## config.mk

```make
export PLATFORM = sky130hd
export DESIGN_NAME = booth_mult
export DESIGN_NICKNAME = d
export VERILOG_FILES = /design/src/rtl/booth_mult.sv
export SDC_FILE = /design/constraint.sdc
export NUM_CORES = 1
export LEC_CHECK = 0
export CORE_MARGIN = 2
export CORE_UTILIZATION = 50
export CTS_CLUSTER_SIZE = 10
export DETAILED_ROUTE_END_ITERATION = 6
export GPL_TIMING_DRIVEN = 0
export PLACE_DENSITY = 0.77
export SLEW_MARGIN = 5
export SYNTH_ARGS = -nofsm -noshare
export SYNTH_HDL_FRONTEND = slang
export SYNTH_SLANG_ARGS = --single-unit
```

## constraint.sdc

```tcl
create_clock -name clk -period 6.55 [get_ports clk]
set_input_delay 1.31 -clock clk [delete_from_list [all_inputs] [get_ports clk]]
set_output_delay 1.31 -clock clk [all_outputs]
set_load 0.05 [all_outputs]
```

## src/rtl/booth_mult.sv

```systemverilog
// Radix-2 Booth 6x6 signed multiplier: result 6 clk edges after load, load restarts at any time.
// Also a free-running clk/2^DIV_BITS divider; BOOTH_PRODUCT_HOLD_EN registers product at completion.
module booth_mult #(
  parameter int DIV_BITS = 4
) (
  input  logic        clk,
  input  logic        rst,
  input  logic        load,
  input  logic [5:0]  a,
  input  logic [5:0]  b,
  output logic        slow_clk,
  output logic [11:0] product
);

  logic [6:0]          acc;
  logic [5:0]          mplr;
  logic [6:0]          mcand;
  logic                q_1;
  logic [2:0]          cnt;
  logic [DIV_BITS-1:0] div_cnt;

  logic [6:0]          sum;
  logic [6:0]          acc_nxt;
  logic [5:0]          mplr_nxt;

  // Seven-bit accumulator keeps A-M exact when the multiplicand is -32.
  always_comb begin
    sum = acc;
    case ({mplr[0], q_1})
      2'b01:   sum = acc + mcand;
      2'b10:   sum = acc - mcand;
      default: sum = acc;
    endcase
    acc_nxt  = {sum[6], sum[6:1]};
    mplr_nxt = {sum[0], mplr[5:1]};
  end

  always_ff @(posedge clk or negedge rst) begin
    if (!rst) begin
      acc   <= '0;
      mplr  <= '0;
      mcand <= '0;
      q_1   <= 1'b0;
      cnt   <= '0;
    end else if (load) begin
      acc   <= '0;
      mplr  <= b;
      mcand <= {a[5], a};
      q_1   <= 1'b0;
      cnt   <= 3'd6;
    end else if (cnt != 3'd0) begin
      acc   <= acc_nxt;
      mplr  <= mplr_nxt;
      q_1   <= mplr[0];
      cnt   <= cnt - 3'd1;
    end
  end

  always_ff @(posedge clk or negedge rst) begin
    if (!rst) begin
      div_cnt <= '0;
    end else begin
      div_cnt <= div_cnt + {{(DIV_BITS-1){1'b0}}, 1'b1};
    end
  end

  assign slow_clk = div_cnt[DIV_BITS-1];

`ifdef BOOTH_PRODUCT_HOLD_EN
  logic [11:0] prod_r;

  // Captured on the final step so the output never shows partial sums.
  always_ff @(posedge clk or negedge rst) begin
    if (!rst) begin
      prod_r <= '0;
    end else if (!load && cnt == 3'd1) begin
      prod_r <= {acc_nxt[5:0], mplr_nxt};
    end
  end

  assign product = prod_r;
`else
  assign product = {acc[5:0], mplr};
`endif

endmodule

```

==> load_flow_metrics.sql <==
INSERT INTO impl_metrics (metric_group, metric, value, unit) VALUES
('route', 'wire_per_inst', '13.6', 'µm'),
('placement', 'place.gp.congestion', '0.905', ''),
('sta', 'tightest_slew', '575', 'ps'),
('die', 'ioPinCount', '28', ''),
('route', 'routed-via-count', '1199', ''),
('route', 'drt-pass1-iter-count', '4', ''),
('finish', 'count_of_nets_after_finishing', '215', ''),
('power_and_ir_drop', 'power_density', '323', 'nW/µm²'),
('die', 'initial_utilization', '51.3', '%'),
('clocking', 'holdBufCountCts', '0', ''),
('clocking', 'cts_root_cell', 'sky130_fd_sc_hd__clkbuf_4', ''),
('synthesis', 'syn_avg_cell_area', '9.74', 'µm²'),
('global_route', 'first_global_vias', '1179', ''),
('finish', 'layout.area.seq', '651', 'µm²'),
('die', 'fp.coreArea', '2980', 'µm²'),
('critical_path', 'worst-endpoint-required', '5240', 'ps'),
('power_and_ir_drop', 'p_switching', '0.252', 'mW'),
('power_and_ir_drop', 'vdd_drop_max', '188', 'µV'),
('critical_path', 'top_family_by_delay_on_critical_path', 'buffers and inverters', ''),
('critical_path', 'critPathBufInv', '1', ''),
('die', 'die_w', '59.3', 'µm'),
('critical_path', 'worstPathMaxFanout', '5', ''),
('synthesis', 'yosysWarnings', '0', ''),
('sta', 'final.min_clock_period', '2900', 'ps'),
('status', 'result_of_the_run', 'finished clean', ''),
('finish', 'areaGrowthSynthToFinish', '21.8', '%'),
('clocking', 'cts_max_level', '1', ''),
('finish', 'footprint_of_the_multi_input_gates', '817', 'µm²'),
('sta', 'rsz0062_at_grt', 'false', ''),
('placement', 'place.port_buffers', '26', ''),
('synthesis', 'number_of_cells_produced_by_synthesis', '157', ''),
('synthesis', 'synth.lib_cells_used.distinct', '35', ''),
('power_and_ir_drop', 'power_share_of_the_clock_group', '13.4', '%'),
('sta', 'timing.max_slew.rel_slack', '61.6', '%'),
('global_route', 'number_of_antenna_violations_at_the_first_check_in_global_routing', '0', ''),
('synthesis', 'synth-seq-cells', '26', ''),
('power_and_ir_drop', 'seq_power_share', '35.1', '%'),
('sta', 'report.final.slew_viol_count', '0', ''),
('global_route', 'first_pass_grt_wire_length', '5.15', 'mm'),
('critical_path', 'startpoint_type', 'flip-flop', ''),
('synthesis', 'syn-num-nets', '184', ''),
('die', 'die_area', '3520', 'µm²'),
('route', 'drcViolationCount', '0', ''),
('die', 'number_of_rows_in_the_core_area', '20', ''),
('critical_path', 'crit_end_element', 'primary output', ''),
('critical_path', 'critical_path.slowest_cell', 'sky130_fd_sc_hd__clkdlybuf4s50_1', ''),
('clocking', 'clock_tree_sinks', '26', ''),
('power_and_ir_drop', 'combinationalPowerShare', '51.4', '%'),
('sta', 'setup_violations', '0', ''),
('die', 'chipHeight', '59.3', 'µm'),
('power_and_ir_drop', 'p_sw_share', '41.9', '%'),
('synthesis', 'ys_seq_area_share', '42.6', '%'),
('finish', 'stdcell_area', '1860', 'µm²'),
('critical_path', 'cp_cell_instances', 'clkdlybuf4s50_1', ''),
('critical_path', 'critical-path-max-stage-delay', '830', 'ps'),
('power_and_ir_drop', 'post-layout-total-power', '0.602', 'mW'),
('power_and_ir_drop', 'power_leakage', '0.795', 'nW'),
('route', 'detail_route.iter0.violations', '41', ''),
('critical_path', 'timing.critical_path.arrival', '1590', 'ps'),
('placement', 'detailedPlacementHpwl', '2.29', 'mm'),
('sta', 'timing.setup.tns', '0', 'ps'),
('min_path', 'worstHoldPathType', 'reg -> reg', ''),
('global_route', 'gr-total-overflow', '0', ''),
('finish', 'fin_util', '62.5', '%'),
('route', 'antenna_violating_nets_post_route', '0', ''),
('synthesis', 'synthesis.area', '1530', 'µm²'),
('clocking', 'clock_tree_from_tritoncts', 'built', ''),
('flow_run', 'max_cap_viol_count', '0', ''),
('clocking', 'post_cts_resized', '0', ''),
('clocking', 'clk_latency', '320', 'ps'),
('sta', 'finalHoldViolations', '0', '');
==> placed cells by master, fill, tap and decap left out, drive strengths merged, types with 2 or more instances in the layout <==
cell type,Yosys,final
a211oi,3,3
a21oi,8,8
buf,2,3
clkbuf,4,8
clkdlybuf4s50,0,25
dfrtp,26,26
ha,11,11
inv,10,10
mux2,7,7
mux2i,6,6
nand2,16,16
nand2b,3,3
nand3,2,2
nor2,12,12
nor2b,4,4
nor3,5,5
o21a,3,3
o21ai,12,12
o31a,2,2
xnor2,8,8
==> logic make-up after synthesis <==
kind of cell | share of synthesized area, %
compound gates | 14.0
xor+xnor | 5.16
fa+ha+maj | 10.3
buf+inv | 4.01
flops | 42.6
mux | 9.08
simple gates | 14.9
==> stage by stage <==
stage               instances  setup WS, ps  hold slack, ps
detailed placement        216          3800             462
CTS                       220          3620             481
global placement          216          3860             432
finish                    220          3650             472
floorplan                 157          3960             421
global route              220          3570             492
==> power by group through the flow <==
| stage | clock [mW] | combinational [mW] | sequential, mW |
|---|---|---|---|
| 2_1_floorplan | 0 | 0.165 | 0.273 |
| 4_1_cts | 0.0838 | 0.309 | 0.212 |
| 3_5_place_dp | 0 | 0.308 | 0.215 |
| 5_1_grt | 0.0910 | 0.338 | 0.216 |
| 3_3_place_gp | 0 | 0.299 | 0.214 |
| 6_report | 0.0808 | 0.309 | 0.211 |
==> state kept, by name, indices dropped and copies added, names as in the netlist <==
name / flops
cnt: 3
mplr: 6
q_1: 1
div_cnt: 4
acc: 6
mcand: 6
==> synth_stat cells <==
| cell type | instances | area [µm²] |
|---|---|---|
| sky130_fd_sc_hd__mux2_2 | 7 | 78.8 |
| sky130_fd_sc_hd__o2111ai_1 | 1 | 8.76 |
| sky130_fd_sc_hd__inv_1 | 10 | 37.5 |
| sky130_fd_sc_hd__a311oi_1 | 1 | 8.76 |
| sky130_fd_sc_hd__o21ai_1 | 1 | 5.00 |
| sky130_fd_sc_hd__nor4b_2 | 1 | 15.0 |
| sky130_fd_sc_hd__nor2b_1 | 4 | 25.0 |
| sky130_fd_sc_hd__nand4b_1 | 1 | 8.76 |
| sky130_fd_sc_hd__xnor2_1 | 8 | 70.1 |
| sky130_fd_sc_hd__nand3_1 | 2 | 10.0 |
| sky130_fd_sc_hd__nand2_1 | 16 | 60.1 |
| sky130_fd_sc_hd__nor3b_1 | 1 | 7.51 |
| sky130_fd_sc_hd__nor4_1 | 1 | 6.26 |
| sky130_fd_sc_hd__dfrtp_1 | 26 | 651 |
| sky130_fd_sc_hd__a211oi_1 | 2 | 15.0 |
| sky130_fd_sc_hd__a21oi_1 | 8 | 40.0 |
| sky130_fd_sc_hd__buf_2 | 1 | 5.00 |
| sky130_fd_sc_hd__o22ai_1 | 1 | 6.26 |
| sky130_fd_sc_hd__o31a_1 | 2 | 17.5 |
| sky130_fd_sc_hd__mux2i_1 | 6 | 60.1 |
| sky130_fd_sc_hd__o21a_1 | 3 | 22.5 |
| sky130_fd_sc_hd__o311ai_0 | 1 | 8.76 |
| sky130_fd_sc_hd__buf_1 | 1 | 3.75 |
| sky130_fd_sc_hd__nand2b_1 | 3 | 18.8 |
| sky130_fd_sc_hd__o31ai_1 | 1 | 7.51 |
| sky130_fd_sc_hd__a31oi_1 | 1 | 6.26 |
| sky130_fd_sc_hd__a211oi_2 | 1 | 12.5 |
| sky130_fd_sc_hd__or2_2 | 1 | 6.26 |
| sky130_fd_sc_hd__ha_1 | 11 | 138 |
| sky130_fd_sc_hd__nor3_1 | 5 | 25.0 |
| sky130_fd_sc_hd__nor2_1 | 12 | 45.0 |
| sky130_fd_sc_hd__fa_1 | 1 | 20.0 |
| sky130_fd_sc_hd__clkbuf_1 | 4 | 15.0 |
| sky130_fd_sc_hd__xor2_1 | 1 | 8.76 |
| sky130_fd_sc_hd__o21ai_0 | 11 | 55.1 |
==> cell type report <==
| type | count | share of cell area, % |
|---|---|---|
| plain buffers | 6 | 1.28 |
| clock buffers | 4 | 1.95 |
| inverters | 10 | 2.02 |
| multi-input cells | 115 | 43.9 |
| flip-flops and latches | 26 | 34.9 |
| well taps | 33 | 2.22 |
| repair buffers | 26 | 13.7 |
==> final timing paths <==
| path | slack [ps] | depth (start not counted) | start | to |
|---|---|---|---|---|
| max | 3650 | 1 | acc[5]$_DFFE_PN0P_ | product[11] |
| min | 470 | 1 | div_cnt[0]$_DFF_PN0_ | div_cnt[0]$_DFF_PN0_ |
| min reg2reg | 470 | 1 | div_cnt[0]$_DFF_PN0_ | div_cnt[0]$_DFF_PN0_ |
| max in group asynchronous | 5210 | 1 | rst | mcand[5]$_DFFE_PN0P_ |
| min in group asynchronous | 960 | 1 | rst | cnt[1]$_DFFE_PN0P_ |
| max reg2reg | 4070 | 9 | q_1$_DFFE_PN0P_ | acc[3]$_DFFE_PN0P_ |
==> per-layer routing <==
metal | wire (µm) | GRT usage [%] | vias up
met5 | 0 | 0 | -
met4 | 34 | 6.49 | 0
met3 | 129 | 3.06 | 5
met2 | 1420 | 30.8 | 26
met1 | 1420 | 26.2 | 561
li1 | - | - | 607
No activity file was read; power rests on OpenSTA's default activity.
